<file path="config.mk">
export PLATFORM = sky130hd
export DESIGN_NAME = rocstar_mcu_link
export DESIGN_NICKNAME = d
export VERILOG_FILES = /design/src/rtl/rocstar_mcu_link.sv
export SDC_FILE = /design/constraint.sdc
export NUM_CORES = 1
export LEC_CHECK = 0
export ABC_CLOCK_PERIOD_IN_PS = 3400
export CELL_PAD_IN_SITES_DETAIL_PLACEMENT = 1
export CELL_PAD_IN_SITES_GLOBAL_PLACEMENT = 2
export CORE_UTILIZATION = 38
export DETAILED_ROUTE_END_ITERATION = 8
export PLACE_DENSITY = 0.86
export SYNTH_ARGS = -nofsm -noshare
export SYNTH_HDL_FRONTEND = slang
export SYNTH_SLANG_ARGS = --single-unit
</file>
<file path="constraint.sdc">
create_clock -name clk -period 3.4 [get_ports clk]
set_clock_uncertainty 0.1 [all_clocks]
set_input_delay 0.68 -clock clk [delete_from_list [all_inputs] [get_ports clk]]
set_output_delay 0.68 -clock clk [all_outputs]
set_load 0.01 [all_outputs]
</file>
<file path="src/rtl/rocstar_mcu_link.sv">
// rocstar_mcu_link
// Rocstar-board end of one mcu lane. It owns the free-running board clock
// counter. It decodes the command nibble sent by mcu_logic and returns
// framed counter snapshots on the byte lane. Each frame is:
// header {HDR_NIB, seq}, NB payload bytes (MSB first), then an XOR checksum.
//
// Ports
//   clk       system clock
//   rst_n     asynchronous active-low reset (released synchronously upstream)
//   cmd_in    command nibble: 1 CNT_CLR, 3 SNAP, 4 CNT_STOP, 5 CNT_RUN
//   lane_out  registered byte lane; IDLE_BYTE when no frame is in flight
//   busy      frame on the lane or a snapshot request pending
//   clkcnt    board clock counter
//   seq       sequence number of the next frame
//   ovf_cnt   saturating count of dropped snapshot requests
module rocstar_mcu_link #(
  parameter int         CNT_W     = 48,
  parameter logic [7:0] IDLE_BYTE = 8'h00,
  parameter logic [3:0] HDR_NIB   = 4'hB
) (
  input  logic             clk,
  input  logic             rst_n,
  input  logic [3:0]       cmd_in,
  output logic [7:0]       lane_out,
  output logic             busy,
  output logic [CNT_W-1:0] clkcnt,
  output logic [3:0]       seq,
  output logic [7:0]       ovf_cnt
);

  localparam int                 NB    = CNT_W / 8;
  localparam int                 IDX_W = $clog2(NB + 1);
  localparam logic [IDX_W-1:0]   NB_L  = IDX_W'(NB);
  localparam logic [CNT_W-1:0]   ONE   = CNT_W'(1);

  typedef enum logic [1:0] {S_IDLE, S_HDR, S_PAY, S_CSUM} state_t;

  state_t           state, state_nxt;
  logic [3:0]       cmd_q;
  logic             running;
  logic             pending, pending_nxt;
  logic [7:0]       lane_nxt;
  logic [3:0]       seq_nxt;
  logic [7:0]       ovf_nxt;
  logic [IDX_W-1:0] idx, idx_nxt;
  logic             load_snap, shift_snap;
  logic [CNT_W-1:0] snap;
  logic [7:0]       csum, csum_nxt;
  logic             fire, snap_fire;
  logic [3:0]       seq_inc;

  // A command fires only on the rising edge of a nonzero nibble out of zero.
  assign fire      = (cmd_in != 4'd0) && (cmd_q == 4'd0);
  assign snap_fire = fire && (cmd_in == 4'd3);
  assign seq_inc   = seq + 4'd1;

  // pending is only ever set while a frame occupies the lane.
  assign busy = (state != S_IDLE) || pending;

  // ---- command capture and clock counter ----
  always_ff @(posedge clk or negedge rst_n) begin
    if (!rst_n) begin
      cmd_q   <= 4'd0;
      running <= 1'b1;
      clkcnt  <= '0;
    end else begin
      cmd_q <= cmd_in;
      if (fire && cmd_in == 4'd1)
        clkcnt <= '0;
      else if (running)
        clkcnt <= clkcnt + ONE;
      if (fire && cmd_in == 4'd4)
        running <= 1'b0;
      else if (fire && cmd_in == 4'd5)
        running <= 1'b1;
    end
  end

  // ---- frame sequencer: next state and next lane byte ----
  always_comb begin
    state_nxt   = state;
    lane_nxt    = lane_out;
    pending_nxt = pending;
    seq_nxt     = seq;
    ovf_nxt     = ovf_cnt;
    idx_nxt     = idx;
    csum_nxt    = csum;
    load_snap   = 1'b0;
    shift_snap  = 1'b0;
    case (state)
      S_IDLE: begin
        if (snap_fire) begin
          state_nxt = S_HDR;
          lane_nxt  = {HDR_NIB, seq};
          csum_nxt  = {HDR_NIB, seq};
          load_snap = 1'b1;
          idx_nxt   = '0;
        end
      end
      S_HDR, S_PAY: begin
        if (idx == NB_L) begin
          state_nxt = S_CSUM;
          lane_nxt  = csum;
        end else begin
          state_nxt  = S_PAY;
          lane_nxt   = snap[CNT_W-1 -: 8];
          csum_nxt   = csum ^ snap[CNT_W-1 -: 8];
          shift_snap = 1'b1;
          idx_nxt    = idx + 1'b1;
        end
        if (snap_fire) begin
          if (!pending)
            pending_nxt = 1'b1;
          else if (ovf_cnt != 8'hFF)
            ovf_nxt = ovf_cnt + 8'd1;
        end
      end
      S_CSUM: begin
        seq_nxt = seq_inc;
        idx_nxt = '0;
        // A request arriving on the closing edge chains straight on; if one was
        // already pending, the new one takes its place as the pending request.
        if (pending || snap_fire) begin
          state_nxt   = S_HDR;
          lane_nxt    = {HDR_NIB, seq_inc};
          csum_nxt    = {HDR_NIB, seq_inc};
          load_snap   = 1'b1;
          pending_nxt = pending && snap_fire;
        end else begin
          state_nxt = S_IDLE;
          lane_nxt  = IDLE_BYTE;
        end
      end
      default: begin
        state_nxt = S_IDLE;
        lane_nxt  = IDLE_BYTE;
      end
    endcase
  end

  // ---- sequencer control registers ----
  always_ff @(posedge clk or negedge rst_n) begin
    if (!rst_n) begin
      state    <= S_IDLE;
      lane_out <= IDLE_BYTE;
      pending  <= 1'b0;
      seq      <= 4'd0;
      ovf_cnt  <= 8'd0;
      idx      <= '0;
    end else begin
      state    <= state_nxt;
      lane_out <= lane_nxt;
      pending  <= pending_nxt;
      seq      <= seq_nxt;
      ovf_cnt  <= ovf_nxt;
      idx      <= idx_nxt;
    end
  end

  // ---- snapshot shift register and running checksum (data only) ----
  always_ff @(posedge clk) begin
    csum <= csum_nxt;
    if (load_snap)
      snap <= clkcnt;
    else if (shift_snap)
      snap <= {snap[CNT_W-9:0], 8'h00};
  end

endmodule

</file>
==> run_results.csv <==
group,metric,value,unit
yosys,synthCells,550,
route,drt_wl_total,16000,um
sta,finalMaxSlewViolations,0,
place,placed_area,0.00747,mm^2
cells_and_area,design_area,0.00811,mm^2
cells_and_area,drive_above_1_share,0.160,
sta,worst_slew_pin_slew,1.06,ns
grt,antenna_found_initial,0,
worst_setup_path,crit_arrival,2.99,ns
worst_setup_path,criticalPathCategory,"in2reg",
die,core,0.0166,mm^2
power,irDropWorstVdd,0.000581,V
power,internal_power,5.30,mW
worst_setup_path,r2r_slack,0.77,ns
worst_setup_path,startpoint,"cmd_in[2]",
clock_network,root_buffer,"clkbuf_16",
route,drt_iter0_markers,249,
yosys,synth_area_leaders,"dfrtp_1 30%, edfxtp_1 26%, mux2_2 8.5%",
sta,rsz0062_at_grt,"false",
worst_setup_path,cp_max_fo,47,
route,ant_nets,0,
clock_network,clk_pin_slew,0.06,ns
sta,setup_viol_count_final,0,
sta,min_period,2.92,ns
power,p_sw,2.78,mW
power,pwr-share-comb,0.355,
die,num_rows,47,
yosys,synthMuxAreaShare,0.0917,
clock_network,cts_tree,"yes",
die,io_pins,75,
die,die_w,132,um
yosys,synth_top_family_by_area,"simple AND/OR/NAND/NOR gates",
sta,min_period_over_period,0.859,
worst_setup_path,r2r_start,"clkcnt[0]",
cells_and_area,utilization,0.489,
die,die_h,132,um
place,portBuffers,74,
cells_and_area,synthToLayoutAreaGrowth,25.3,%
grt,grt_max_degree,80,
die,initial_utilization,0.390,
clock_network,ctsResizeCount,0,
clock_network,holdBufCountCts,0,
sta,finalHoldViolCount,0,
route,detail_route.wl_per_cell,18.7,um
worst_setup_path,end_kind,"register",
clock_network,h-tree-depth,4,
sta,hold-worst-slack,0.347,ns
grt,grt_usage,0.197,
place,place.detailed.hpwl,10300,um
clock_network,cts.sinks,135,
power,p_leak,3.02,nW
yosys,ys_seq_area_frac,0.566,
power,finalPower,8.08,mW
yosys,yosysMostFrequentCell,"dfrtp_1",
grt,grt_pass1_vias,4904,
yosys,synthArstFlopShare,0.585,
status,status,"finished clean",
grt,grt_first_pass_wirelength,26600,um
yosys,ys_types,49,
yosys,synth_common_cells,"78 x dfrtp_1, 56 x edfxtp_1, 51 x nor2_1",
route,vias_per_cell,5.33,
route,num_vias,4575,
power,pwr-share-clk,0.247,
yosys,synth_xor_area_frac,0.0799,
sta,setup-tns-final,0,ns
yosys,synth-edff-count,56,
yosys,ys_ff_latch,135,
yosys,syn-num-nets,564,
yosys,yosys.area_share.adder,0.0155,
route,firstDrtPassIters,4,
die,dieArea,0.0176,mm^2
yosys,netlist.area_leader.share,0.302,
sta,slew_headroom,0.292,
clock_network,cts_setup_buffers,0,
cells_and_area,final_nets,640,
power,switching_share,0.344,
yosys,synth-simple-area-share,0.159,
sta,fmax,0.342,GHz
worst_setup_path,start_kind,"input port",
power,seqPwrFrac,0.398,
clock_network,clockBufferDepth,2,
power,p_per_area,997,mW/mm^2
yosys,synth-compound-area-share,0.0596,
clock_network,insertion_delay,0.42,ns
yosys,netlist_area,0.00647,mm^2
grt,overflow,0,
yosys,yosysTopAreaCell,"dfrtp_1",
cells_and_area,n_antenna_cell,0,
hold_path,hp-class,"in2async",
route,remaining_drc_errors,0,
run,drv_cap,0,
yosys,ys.flop_type,"dfrtp_1",
worst_setup_path,required,3.47,ns
place,place_congestion,0.734,
yosys,avgSynthCellArea,11.8,um^2
clock_network,numCtsBuffers,17,
yosys,synth_warnings,0,
[stage by stage]
step	cells	setup slack, ns
finish	859	0.478
global route	859	0.417
CTS	859	0.499
detailed placement	827	0.0761
global placement	827	0.120
floorplan	550	0.331
[final cells by class]
type                       instances  area [um^2]
fill                            1760         8480
clock inverter                    14          205
tap                              220          275
timing repair buffer              85          858
clock buffer                      18          429
multi-input combinational        376         2640
sequential                       135         3660
inverter                          11         41.3
[power by group through the flow]
stage	registers [mW]	logic, mW	clock network, mW
floorplan	3.14	1.75	0
global placement	3.20	2.71	0
detailed placement	3.24	2.84	0
CTS	3.22	2.90	2.03
global route	3.30	3.15	2.09
finish	3.22	2.87	2.00
[worst max-delay path: stages]
cell,delay (ns)
clkdlybuf4s50_1,0.44
or4b_1,0.71
o21ai_2,0.24
a22oi_2,0.10
nor2_4,0.15
buf_12,0.24
mux2_2,0.38
[cells in the final DEF, fill, tap and decap left out, types with 5 or more instances in the layout]
master / n
nand4_1: 13
nor4_1: 17
o21ai_0: 20
mux2_2: 49
clkdlybuf4s50_1: 73
xor2_1: 14
and4_1: 8
bufinv_16: 5
inv_1: 11
ha_1: 8
nor3_1: 13
xnor2_1: 45
or3_1: 10
and3_1: 8
nand3_1: 19
nor2b_1: 6
edfxtp_1: 56
and2_1: 8
dfrtp_1: 78
buf_4: 9
nand2_1: 33
nor2_1: 50
clkbuf_16: 17
a21oi_1: 19
[flip-flops by register name, summed over array words and instances (netlist names), 2 cells and up]
name	count
cmd_q	4
idx	3
seq	4
state	2
lane_out	8
clkcnt	48
ovf_cnt	8
csum	8
snap	48
[per-layer routing]
| metal | part of all wire | vias to the layer above | track usage |
|---|---|---|---|
| met1 | 0.43 | 2340 | 0.240 |
| met4 | 0.012 | 0 | 0.0594 |
| met3 | 0.033 | 18 | 0.0506 |
| met5 | 0 | - | 0 |
| li1 | - | 2141 | - |
| met2 | 0.52 | 76 | 0.344 |
[logic make-up after synthesis]
family | after synthesis
fa+ha+maj | 8
flops | 135
simple gates | 196
compound gates | 60
buf+inv | 39
xor+xnor | 59
mux | 53
[worst paths after layout]
kind / end / depth (start not counted)
worst min register to register: lane_out[3] / 1
worst min-delay path: clkcnt[32] / 1
min in group clk: lane_out[3] / 1
worst max-delay path: snap[33] / 7
worst max register to register: clkcnt[46] / 6
max in group asynchronous: cmd_q[2] / 1
(Power assumes the default switching activity.)
